File: config.mk
export PLATFORM = sky130hd
export DESIGN_NAME = adc_pipe_decimator_fifo_flat
export DESIGN_NICKNAME = d
export VERILOG_FILES = /design/src/rtl/adc_pipe_decimator_fifo_if.sv /design/src/rtl/adc_pipe_decimator_fifo.sv /design/src/flat_wrapper.sv
export SDC_FILE = /design/constraint.sdc
export NUM_CORES = 1
export LEC_CHECK = 0
export BUFFER_PORTS_ARGS = -buffer_cell sky130_fd_sc_hd__buf_2
export CAP_MARGIN = 20
export CORE_UTILIZATION = 53
export CTS_CLUSTER_DIAMETER = 120
export DETAILED_ROUTE_END_ITERATION = 12
export PLACE_DENSITY = 0.76
export SYNTH_ARGS = -nofsm -noshare
export SYNTH_HDL_FRONTEND = slang
export SYNTH_SLANG_ARGS = --single-unit
File: constraint.sdc
create_clock -name clock_i -period 2.6 [get_ports clock_i]
set_clock_uncertainty 0.2 [all_clocks]
set_input_delay 0.52 -clock clock_i [delete_from_list [all_inputs] [get_ports clock_i]]
set_output_delay 0.52 -clock clock_i [all_outputs]
set_load 0.05 [all_outputs]
File: src/rtl/adc_pipe_decimator_fifo_if.sv
// Valid/ready read-out bus carrying decimated sums from the decimator FIFO to a consumer.
interface adc_pipe_decimator_fifo_if #(
  parameter int DATA_BITS = 5
) ();
  logic                 valid_o;
  logic [DATA_BITS-1:0] data_o;
  logic                 ready_i;

  modport master (output valid_o, output data_o, input ready_i);
  modport slave  (input valid_o, input data_o, output ready_i);
endinterface

File: src/rtl/adc_pipe_decimator_fifo.sv
// Drops encoder pipeline-fill samples, boxcar-sums blocks of 2^AVG_LOG2 codes and
// queues the sums in a first-word-fall-through FIFO read over a valid/ready bus.
module adc_pipe_decimator_fifo #(
  parameter int NUM_BITS        = 3,
  parameter int AVG_LOG2        = 2,
  parameter int FIFO_DEPTH_LOG2 = 2,
  parameter int FILL_CYCLES     = 3
) (
  input  logic                       clock_i,
  input  logic                       reset_ni,
  input  logic                       enable_i,
  input  logic [NUM_BITS-1:0]        d_i,
  input  logic                       clr_ovf_i,
  output logic [FIFO_DEPTH_LOG2:0]   level_o,
  output logic                       overflow_o,
  adc_pipe_decimator_fifo_if.master  bus_if
);
  localparam int OUT_BITS = NUM_BITS + AVG_LOG2;
  localparam int DEPTH    = 1 << FIFO_DEPTH_LOG2;
  localparam int SMP_W    = (AVG_LOG2 > 0) ? AVG_LOG2 : 1;
  localparam int FILL_W   = (FILL_CYCLES > 1) ? $clog2(FILL_CYCLES) : 1;
  localparam int PTR_W    = (FIFO_DEPTH_LOG2 > 0) ? FIFO_DEPTH_LOG2 : 1;

  localparam logic [1:0] ST_IDLE  = 2'd0;
  localparam logic [1:0] ST_FILL  = 2'd1;
  localparam logic [1:0] ST_ACCUM = 2'd2;

  localparam logic [SMP_W-1:0]         SMP_MAX    = SMP_W'((1 << AVG_LOG2) - 1);
  localparam logic [FILL_W-1:0]        FILL_LAST  = FILL_W'((FILL_CYCLES > 0) ? FILL_CYCLES - 1 : 0);
  localparam logic [FIFO_DEPTH_LOG2:0] FULL_LEVEL = (FIFO_DEPTH_LOG2 + 1)'(DEPTH);
  localparam logic [PTR_W-1:0]         PTR_LAST   = PTR_W'(DEPTH - 1);

  logic [1:0]          state;
  logic [FILL_W-1:0]   fill_cnt;
  logic [SMP_W-1:0]    smp_cnt;
  logic [OUT_BITS-1:0] acc;
  logic [OUT_BITS-1:0] acc_next;
  logic                push_req;

  logic [OUT_BITS-1:0]      mem [DEPTH];
  logic [PTR_W-1:0]         wr_ptr;
  logic [PTR_W-1:0]         rd_ptr;
  logic [FIFO_DEPTH_LOG2:0] level_q;
  logic                     empty;
  logic                     full;
  logic                     pop;
  logic                     push_ok;
  logic                     drop;

  assign acc_next = acc + OUT_BITS'(d_i);
  assign push_req = enable_i && (state == ST_ACCUM) && (smp_cnt == SMP_MAX);

  // Dropping enable abandons any partial block; the FIFO keeps what it already holds.
  always_ff @(posedge clock_i or negedge reset_ni) begin
    if (!reset_ni) begin
      state    <= ST_IDLE;
      fill_cnt <= '0;
      smp_cnt  <= '0;
      acc      <= '0;
    end else if (!enable_i) begin
      state <= ST_IDLE;
    end else begin
      case (state)
        ST_IDLE: begin
          state    <= (FILL_CYCLES == 0) ? ST_ACCUM : ST_FILL;
          fill_cnt <= '0;
          smp_cnt  <= '0;
          acc      <= '0;
        end
        ST_FILL: begin
          fill_cnt <= fill_cnt + 1'b1;
          if (fill_cnt == FILL_LAST) state <= ST_ACCUM;
        end
        ST_ACCUM: begin
          if (smp_cnt == SMP_MAX) begin
            smp_cnt <= '0;
            acc     <= '0;
          end else begin
            smp_cnt <= smp_cnt + 1'b1;
            acc     <= acc_next;
          end
        end
        default: state <= ST_IDLE;
      endcase
    end
  end

  assign empty   = (level_q == '0);
  assign full    = (level_q == FULL_LEVEL);
  assign pop     = !empty && bus_if.ready_i;
  assign push_ok = push_req && (!full || pop);
  assign drop    = push_req && full && !pop;

  // A pop on the same edge frees the slot, so a push into a full FIFO can still land.
  always_ff @(posedge clock_i or negedge reset_ni) begin
    if (!reset_ni) begin
      wr_ptr  <= '0;
      rd_ptr  <= '0;
      level_q <= '0;
      for (int i = 0; i < DEPTH; i++) mem[i] <= '0;
    end else begin
      if (push_ok) begin
        mem[wr_ptr] <= acc_next;
        wr_ptr      <= (wr_ptr == PTR_LAST) ? '0 : wr_ptr + 1'b1;
      end
      if (pop) rd_ptr <= (rd_ptr == PTR_LAST) ? '0 : rd_ptr + 1'b1;
      case ({push_ok, pop})
        2'b10:   level_q <= level_q + 1'b1;
        2'b01:   level_q <= level_q - 1'b1;
        default: level_q <= level_q;
      endcase
    end
  end

  always_ff @(posedge clock_i or negedge reset_ni) begin
    if (!reset_ni)      overflow_o <= 1'b0;
    else if (drop)      overflow_o <= 1'b1;
    else if (clr_ovf_i) overflow_o <= 1'b0;
  end

  assign level_o        = level_q;
  assign bus_if.valid_o = !empty;
  assign bus_if.data_o  = empty ? '0 : mem[rd_ptr];
endmodule

File: src/flat_wrapper.sv
// flat-port wrapper written by rule: the top's interface ports become plain ports
module adc_pipe_decimator_fifo_flat 
#(
  parameter int NUM_BITS        = 3,
  parameter int AVG_LOG2        = 2,
  parameter int FIFO_DEPTH_LOG2 = 2,
  parameter int FILL_CYCLES     = 3
)
  (clock_i, reset_ni, enable_i, d_i, clr_ovf_i, level_o, overflow_o, bus_if_valid_o, bus_if_data_o, bus_if_ready_i);
  adc_pipe_decimator_fifo_if #(.DATA_BITS((NUM_BITS + AVG_LOG2))) bus_if_i ();
  input  logic clock_i;
  input  logic reset_ni;
  input  logic enable_i;
  input  logic [NUM_BITS-1:0] d_i;
  input  logic clr_ovf_i;
  output logic [FIFO_DEPTH_LOG2:0] level_o;
  output logic overflow_o;
  output wire logic [$bits(bus_if_i.valid_o)-1:0] bus_if_valid_o;
  output wire logic [$bits(bus_if_i.data_o)-1:0] bus_if_data_o;
  input wire logic [$bits(bus_if_i.ready_i)-1:0] bus_if_ready_i;
  assign bus_if_valid_o = bus_if_i.valid_o;
  assign bus_if_data_o = bus_if_i.data_o;
  assign bus_if_i.ready_i = bus_if_ready_i;
  adc_pipe_decimator_fifo #(.NUM_BITS(NUM_BITS), .AVG_LOG2(AVG_LOG2), .FIFO_DEPTH_LOG2(FIFO_DEPTH_LOG2), .FILL_CYCLES(FILL_CYCLES)) u_core (.clock_i(clock_i), .reset_ni(reset_ni), .enable_i(enable_i), .d_i(d_i), .clr_ovf_i(clr_ovf_i), .level_o(level_o), .overflow_o(overflow_o), .bus_if(bus_if_i));
endmodule
==> flow_summary.yaml, run 1 <==
sta:
  tightest_slew_ns: 0.860
  rsz0062_at_grt: "false"
  finalMaxSlewViolations: 0
  max-slew-margin-rel_pct: 42.6
  max_freq_mhz: 412
  period_share_pct: 93.4
  hold_viol: 0
  min_period_ns: 2.43
  hold_ws_ns: 0.141
  setup_viol: 0
  tns_ns: 0
routing:
  wire_per_inst_um: 16.0
  drt-total-wl_um: 3620
  drtIter0Drc: 45
  ant_nets: 0
  viasPerCell: 5.50
  drt_pass1_iterations: 4
  num_vias: 1242
  drc: 0
placed_design:
  hpwl_um: 2620
  dpl.cell_count: 218
  io_buffers: 17
  gp_congestion: 0.713
floorplanning:
  die_x_um: 63.2
  dieArea_um2: 3990
  initial_core_util_pct: 57.2
  rows: 21
  die_h_um: 63.2
  design.core.area_um2: 3470
  pin_count: 18
pwr:
  cellInternalPower_w: 0.00123
  switchingPower_w: 0.000572
  peakVddDrop_mv: 0.508
  p_sw_share_pct: 31.8
  clock_power_share_pct: 32.7
  p_total_w: 0.00180
  combinationalPowerShare_pct: 24.7
  seqPwrFrac_pct: 42.6
  p_leak_nw: 1.09
  p_per_area_nw_per_um2: 793
layout:
  final_core_util_pct: 65.3
  final_cells: 226
  final_common_cell: "dfrtp_1"
  drive_above_1_share_pct: 33.3
  diodes: 0
  final_nets: 200
  syn2layout_area_growth_pct: 14.3
  final_cell_mix: "dfrtp_1, buf_2, nand2_1, mux2_2, o21ai_0"
clock_network:
  cts_hold_buf: 0
  cts_root_buf: "clkbuf_8"
  clock-sinks: 39
  cts_tree: "yes"
  clk_pin_slew_ns: 0.07
  htreeDepth: 2
  cts_made_buffers: 5
  insertion_delay_ns: 0.29
  clockBufferDepth: 2
grt:
  antenna_found_initial: 0
  grt_pass1_vias: 1356
  gr-total-overflow: 0
  groute.usage.overall_pct: 21.7
  grt_start_max_net_pins: 40
  grt_first_pass_wirelength_um: 6310
yosys:
  synth_nets: 179
  syn_area_per_cell_um2: 12.6
  ys_ff_latch: 39
  synth-seq-area-share_pct: 49.2
  syn_inst: 158
  yosysWarnings: 0
  ys_types: 33
  syn_area_um2: 1980
critical_path:
  crit_type: "register to register"
  cp-end-kind: "register"
  cp.required_ns: 2.61
  cp_max_fo: 5
  worstPathArrival_ns: 2.44
  start_kind: "register"
status:
  outcome: "complete, no violations"
worst_hold_path:
  hold_path_class: "primary input to asynchronous set/reset pin"
run:
  cap_violations: 0
-- synthesized netlist by cell type --
library cell  count  share of area (%)
clkbuf_1          2               0.38
nand2b_1          2               0.63
and4b_4           1               0.69
and2_4            1               0.44
mux2_2           16                9.1
mux4_2            5                5.7
mux2i_1           1               0.50
nand3_4           4                3.5
nor2_1            1               0.19
a21o_1            2               0.76
ha_1             11                6.9
or4b_1            1               0.50
nor3_1            1               0.25
xor2_1            2               0.88
nor2b_1           1               0.32
a22o_1            4                1.8
inv_2             1               0.19
buf_4             1               0.38
or3b_2            1               0.44
dfrtp_1          39                 49
fa_1              2                2.0
and2_1            6                1.9
xnor2_1           4                1.8
buf_2             1               0.25
inv_1            11                2.1
a21oi_1           2               0.50
or3_1             2               0.63
nor3b_1           1               0.38
mux2_1            1               0.57
o32ai_1           1               0.44
or2b_1            1               0.38
o21ai_0          13                3.3
nand2_1          16                3.0
-- cells by family (layout without fill, tap and decap cells) --
kind of cell | Yosys count | after routing | share of synthesized area (%)
AO/OA/AOI/OAI | 22 | 22 | 6.75
AND/OR/NAND/NOR | 39 | 39 | 13.3
multiplexers | 23 | 23 | 15.8
adder cells (fa/ha/maj) | 13 | 13 | 8.96
XOR/XNOR | 6 | 6 | 2.65
buffers and inverters | 16 | 38 | 3.28
flip-flops | 39 | 39 | 49.2
-- stage by stage --
step	worst slack, ns	area (um2)
2_1_floorplan	0.00125	2010
3_5_place_dp	-0.00711	2130
3_3_place_gp	0.0295	2130
4_1_cts	0.0114	2260
6_report	0.171	2270
5_1_grt	0.0741	2270
-- cell type report --
class | count | area, um2
multi-input cells | 103 | 957
flip-flops and latches | 39 | 981
fillers | 279 | 1200
well taps | 46 | 57.6
inverters | 12 | 45.0
clock buffers | 6 | 72.6
clock inverters | 2 | 60.1
repair buffers | 18 | 92.6
-- power by group through the flow --
stage / clock (W) / sequential (W) / combinational [W]
floorplan: 0 / 0.000816 / 0.000290
global placement: 0 / 0.000769 / 0.000417
detailed placement: 0 / 0.000777 / 0.000446
CTS: 0.000604 / 0.000766 / 0.000452
global route: 0.000627 / 0.000779 / 0.000485
finish: 0.000587 / 0.000766 / 0.000444
-- flip-flops by register name, summed over array words and instances (netlist names) --
| register | flops |
|---|---|
| u_core.mem | 20 |
| u_core.acc | 5 |
| u_core.level_o | 3 |
| u_core.fill_cnt | 2 |
| u_core.rd_ptr | 2 |
| u_core.smp_cnt | 2 |
| u_core.state | 2 |
| u_core.wr_ptr | 2 |
| u_core.overflow_o | 1 |
-- layer usage --
layer	GRT usage, %	part of all wire, %	wire length [um]
met5	0	0	0
met3	6.16	3.7	134
met1	24.5	43	1540
met4	10.5	2.6	93
met2	37.6	51	1850
-- critical path, stage by stage, from the launching register on --
cell and delay, ns:
dfrtp_2 0.42, or4b_1 0.55, and2_4 0.17, inv_2 0.07, ha_4 0.13, inv_1 0.05, fa_2 0.34, xor2_1 0.15
nor2_1 0.13, xor2_1 0.15
-- path summary, 6_finish.rpt --
| kind | endpoint | cells after the start | start | slack (ns) |
|---|---|---|---|---|
| min in group clock_i | u_core.overflow_o$_DFFE_PN0P_ | 2 | clr_ovf_i | 0.21 |
| hold / removal | u_core.mem[16]$_DFFE_PN0P_ | 1 | reset_ni | 0.14 |
| max in group asynchronous | u_core.level_o[0]$_DFFE_PN0P_ | 1 | reset_ni | 1.47 |
| setup / recovery | u_core.level_o[2]$_DFFE_PN0P_ | 9 | u_core.level_o[1]$_DFFE_PN0P_ | 0.17 |
| hold reg to reg | u_core.mem[16]$_DFFE_PN0P_ | 2 | u_core.mem[16]$_DFFE_PN0P_ | 0.29 |
| setup reg to reg | u_core.level_o[2]$_DFFE_PN0P_ | 9 | u_core.level_o[1]$_DFFE_PN0P_ | 0.17 |
-- what timing repair did --
item	4_1_cts	5_1_grt
gates resized for setup	0	1
setup buffers	0	0
setup endpoints to repair	0	5
hold endpoints to repair	0	0
No activity file was read; power rests on OpenSTA's default activity.
==> run 2, diff against run 1 <==
ABC_AREA = 1   (was not set)
==> run 2 against run 1 <==
Clock power down 30%; first-iteration DRC count up 110%; worst hold slack better by 0.081 ns; critical path type is now register to primary output; largest power group is now combinational cells; via count up 27%; non-clock buffer count up 1; die area up 2.3%; sequential power down 0.9%; register-to-register slack better by 0.19 ns; critical endpoint is now bus_if_data_o[4].
==> flow_summary.yaml, run 2 <==
yosys:
  yosysWarnings: 0
  synth_area_leaders: "dfrtp_1, nand2_1, ha_1"
  synth_edf_count: 0
  syn_inst: 239
  synth-compound-area-share_pct: 10.7
  synth_ff_type: "dfrtp_1"
  synth_xor_area_share_pct: 1.29
  synthMuxAreaShare_pct: 0
  syn_area_per_cell_um2: 8.50
  synth_top_area_share_pct: 48.1
  synthAdderAreaFrac_pct: 8.75
  synthArstFlopShare_pct: 100
  yosys.area_share.simple_pct: 25.4
  synth_area_leader_cell: "dfrtp_1"
  yosysMostFrequentCell: "nand2_1"
  synth-seq-area-share_pct: 48.1
  ys_ff_latch: 39
  ys_types: 23
  synth_top_family_by_area: "simple AND/OR/NAND/NOR gates"
  synth_common_cells: "nand2_1, dfrtp_1, inv_1"
  syn_area_um2: 2030
  synth_nets: 260
routing:
  viasPerCell: 5.05
  ant_nets: 0
  drt-total-wl_um: 3810
  num_vias: 1572
  met2_length_um: 1780
  drc: 0
  drt_pass1_iterations: 4
  wl_met3_um: 128
  wl_met1_um: 1860
  dr.max_layer_used: "met4"
  drtIter0Drc: 96
  wire_per_inst_um: 12.3
clock_network:
  cts_setup_buffers: 0
  cts_tree: "yes"
  clockBufferDepth: 2
  htreeDepth: 2
  cts_made_buffers: 5
  insertion_delay_ns: 0.29
  cts_root_buf: "clkbuf_8"
  clock-sinks: 39
  clk_pin_slew_ns: 0.07
status:
  outcome: "complete, no violations"
pwr:
  peakVddDrop_mv: 0.380
  p_per_area_nw_per_um2: 858
  p_leak_nw: 1.16
layout:
  final_nets: 284
  drive_above_1_share_pct: 17.1
  largest_reg_flops: 20
  syn2layout_area_growth_pct: 12.1
  fill_cells: 306
  final_cells: 311
  final_core_util_pct: 62.2
  diodes: 0
  top_register: "u_core.mem"
  final_common_cell: "nand2_1"
  final_cell_mix: "nand2_1, dfrtp_1, inv_1, nor2_1, o21ai_0"
placed_design:
  post-place-ws_ns: 0.253
  io_buffers: 17
  gp_congestion: 0.909
  hpwl_um: 2820
  dpl.cell_count: 303
floorplanning:
  rows: 22
  die_h_um: 63.9
  pin_count: 18
  dieArea_um2: 4080
  die_x_um: 63.9
  initial_core_util_pct: 55.5
  design.core.area_um2: 3660
sta:
  max-slew-margin-rel_pct: 67.3
  min_period_ns: 2.42
  tightest_slew_ns: 0.490
  max_freq_mhz: 413
  tns_ns: 0
  setup_viol: 0
  finalMaxSlewViolations: 0
  timing.final.ws_setup_ns: 0.177
  rsz0062_at_grt: "false"
  period_share_pct: 93.2
  hold_viol: 0
critical_path:
  cp.required_ns: 1.88
  crit_chain: "inv_2, o21ai_0, a21oi_1, buf_2"
  slowest_stage: "dfrtp_1"
  critical_path.top_delay_family: "flip-flops"
  start_kind: "register"
  crit_type: "register to primary output"
  critPathBufInv: 2
  cp-end-kind: "primary output"
  cp_max_fo: 13
  worstPathArrival_ns: 1.70
  max_stage_delay_ns: 0.62
grt:
  gr-total-overflow: 0
  grt_start_max_net_pins: 23
  antenna_found_initial: 0
  grt_pass1_vias: 1594
  groute.usage.overall_pct: 22.5
  grt_first_pass_wirelength_um: 7040
run:
  cap_violations: 0
worst_hold_path:
  hold_path_class: "primary input to register"
[run 2: path summary, 6_finish.rpt]
path / startpoint / to / slack (ns) / depth (start not counted)
setup reg to reg: u_core.smp_cnt[0]$_DFFE_PN0P_ / u_core.level_o[2]$_DFFE_PN0P_ / 0.36 / 10
setup / recovery: u_core.rd_ptr[0]$_DFFE_PN0P_ / bus_if_data_o[4] / 0.18 / 4
min in group asynchronous: reset_ni / u_core.fill_cnt[1]$_DFFE_PN0P_ / 0.52 / 2
hold reg to reg: u_core.mem[4]$_DFFE_PN0P_ / u_core.mem[4]$_DFFE_PN0P_ / 0.29 / 2
hold / removal: clr_ovf_i / u_core.overflow_o$_DFFE_PN0P_ / 0.22 / 2
max in group asynchronous: reset_ni / u_core.mem[1]$_DFFE_PN0P_ / 1.05 / 3
[run 2: kinds of logic (layout without fill, tap and decap cells)]
family / count (synthesis) / count (layout)
adders and majority gates: 13 / 13
and+or+nand+nor: 110 / 110
AOI/OAI and AO/OA: 43 / 43
DFF: 39 / 39
buffers and inverters: 31 / 55
xor gates and xnor gates: 3 / 3
[run 2: where the power goes]
part	switching [W]	internal [W]	leakage, nW	total (W)
registers	0.0000902	0.000669	0.528	0.000759
clock network	0.000204	0.000208	0.0470	0.000412
logic	0.000572	0.000209	0.588	0.000782
total	0.000867	0.00109	1.16	0.00195
[run 2: timing repair]
item,4_1_cts,5_1_grt
hold endpoints to repair,20,0
hold buffers,1,0
setup endpoints to repair,0,3
gates resized for setup,0,1
[run 2: worst register-to-register path, stage by stage, from the launching register on]
cell	delay, ns
dfrtp_1	0.40
ha_1	0.21
inv_1	0.14
nor2_8	0.08
nand2_4	0.11
ha_1	0.15
inv_1	0.06
fa_1	0.37
a21oi_1	0.14
o21ai_0	0.10
xor2_1	0.15
[run 2: cell type report]
| type | count | area, um2 | share of cell area [%] |
|---|---|---|---|
| multi-input cells | 169 | 937 | 41.2 |
| flip-flops and latches | 39 | 980 | 43.0 |
| clock inverters | 1 | 5.00 | 0.220 |
| well taps | 48 | 60.1 | 2.64 |
| repair buffers | 19 | 103 | 4.51 |
| inverters | 29 | 109 | 4.78 |
| clock buffers | 6 | 82.6 | 3.63 |
[run 2: through the flow]
stage                     power, W  cell area, um2  hold slack (ns)
after floorplan            0.00137            2030           0.0244
after global placement     0.00154            2180            0.257
after detailed placement   0.00155            2180            0.262
after global routing       0.00209            2280            0.233
after CTS                  0.00196            2280            0.216
final                      0.00195            2280            0.222
[run 2: metal layers]
metal / vias to the layer above / track usage (%)
met4: 0 / 10.2
li1: 804 / -
met3: 5 / 3.21
met5: - / 0
met2: 24 / 36.7
met1: 739 / 29.5
==> run 3, diff against run 2 <==
PLACE_DENSITY = 0.82   (was 0.76)
==> run 3 against run 2 <==
Clock power increased by 10%; total power increased by 3.0%; sequential power shrank 2%; combinational power up 4.1%; worst setup slack worse by 0.041 ns; critical path type unchanged; largest power group unchanged.
==> flow_summary.yaml, run 3 (synthesis gave the netlist of run 2 again) <==
sta:
  period_share_pct: 94.8
  min_period_ns: 2.46
  setup_viol: 0
  tightest_slew_ns: 0.583
  rsz0062_at_grt: "false"
  hold_viol: 0
  tns_ns: 0
  max_freq_mhz: 406
  finalMaxSlewViolations: 0
  max-slew-margin-rel_pct: 61.1
layout:
  drive_above_1_share_pct: 17.4
  largest_reg_flops: 20
  syn2layout_area_growth_pct: 12.9
  final_cell_mix: "nand2_1, dfrtp_1, inv_1, nor2_1, o21ai_0"
  final_nets: 285
  diodes: 0
  final_cells: 313
  final_common_cell: "nand2_1"
  fill_cells: 320
  multi_input_area_um2: 937
  register_area_um2: 980
  final_cell_area_um2: 2290
  top_register: "u_core.mem"
pwr:
  peakVddDrop_mv: 0.400
  p_total_w: 0.00201
  p_leak_nw: 1.17
  p_per_area_nw_per_um2: 877
critical_path:
  cp.required_ns: 1.88
  r2r_end: "u_core.level_o[2]$_DFFE_PN0P_"
  cp_max_fo: 7
  cp-end-kind: "primary output"
  worstPathArrival_ns: 1.74
  regToRegStartpoint: "u_core.level_o[1]$_DFFE_PN0P_"
  start_kind: "register"
  worst_r2r_path_depth: 9
  regToRegSetupSlack_ns: 0.30
  crit_type: "register to primary output"
clock_network:
  cts_hold_buf: 0
  cts_setup_buffers: 0
  clockBufferDepth: 2
  insertion_delay_ns: 0.29
  cts_root_buf: "clkbuf_8"
  htreeDepth: 2
  cts_tree: "yes"
  clock-sinks: 39
  cts_resized: 0
  cts_made_buffers: 5
  clk_pin_slew_ns: 0.07
placed_design:
  dpl_cell_area_um2: 2190
  io_buffers: 17
  dpl.cell_count: 305
  gp_congestion: 0.816
  hpwl_um: 2770
run:
  cap_violations: 0
grt:
  grt_start_max_net_pins: 27
  antenna_found_initial: 0
  grt_first_pass_wirelength_um: 7070
  gr-total-overflow: 0
  grt_pass1_vias: 1572
  groute.usage.overall_pct: 22.8
floorplanning:
  die_h_um: 63.9
  initial_core_util_pct: 55.5
  rows: 22
  die_x_um: 63.9
  dieArea_um2: 4080
  pin_count: 18
  design.core.area_um2: 3660
routing:
  ant_nets: 0
  drc: 0
  num_vias: 1617
  wire_per_inst_um: 12.6
  viasPerCell: 5.17
  drt_pass1_iterations: 4
  drt-total-wl_um: 3940
  drtIter0Drc: 83
worst_hold_path:
  hold_path_class: "primary input to asynchronous set/reset pin"
status:
  outcome: "complete, no violations"
[run 3: cell count changes in the layout (fill, tap and decap cells not counted)]
cell / change
inv_1: +1
clkbuf_1: +1
buf_4: +2
clkinv_2: -1
clkbuf_8: +1
inv_2: -1
dlygate4sd3_1: -1
[run 3: worst max path at each step]
stage                     slack, ns                             to  depth (start not counted)                     startpoint
after floorplan                0.04               bus_if_data_o[0]                          4  u_core.level_o[2]$_DFFE_PN0P_
after global placement         0.27  u_core.level_o[2]$_DFFE_PN0P_                         10                 bus_if_ready_i
after detailed placement       0.22  u_core.level_o[2]$_DFFE_PN0P_                         10                 bus_if_ready_i
after CTS                      0.15               bus_if_data_o[2]                          6   u_core.rd_ptr[0]$_DFFE_PN0P_
after global routing           0.04               bus_if_data_o[2]                          6   u_core.rd_ptr[0]$_DFFE_PN0P_
final                          0.14               bus_if_data_o[2]                          6   u_core.rd_ptr[0]$_DFFE_PN0P_
[run 3: stage by stage]
step | utilization [%] | hold slack, ns | setup WS (ns)
floorplan | - | 0.0244 | 0.0395
global placement | 59.9 | 0.256 | 0.272
detailed placement | 59.9 | 0.264 | 0.218
CTS | 62.6 | 0.0399 | 0.149
global route | 62.6 | 0.0505 | 0.0401
finish | 62.6 | 0.0168 | 0.136
[run 3: per-layer routing]
metal | up-vias | track usage, % | wire length, um
met5 | - | 0 | 0
met4 | 0 | 8.52 | 60
met3 | 6 | 5.36 | 139
met2 | 34 | 39.4 | 1970
met1 | 770 | 27.5 | 1770
li1 | 807 | - | -
[run 3: cell type report]
class                           count  share of cell area (%)
Sequential cell                    39                    42.7
Inverter                           29                    4.75
Timing Repair Buffer               20                    4.69
Multi-Input combinational cell    169                    40.9
Clock buffer                        8                    4.36
Tap cell                           48                    2.62
[run 3: power breakdown]
group / leakage (nW) / internal, W / switching, W
clock network: 0.0515 / 0.000242 / 0.000211
registers: 0.528 / 0.000670 / 0.0000750
logic: 0.595 / 0.000217 / 0.000597
total: 1.17 / 0.00113 / 0.000883
[run 3: worst max-delay path: stages, from the launching register on]
cell and delay (ns):
dfrtp_1 0.48, buf_4 0.21, nor2_1 0.06, nor2_1 0.13, o21ai_0 0.14, a21oi_1 0.15
buf_2 0.27
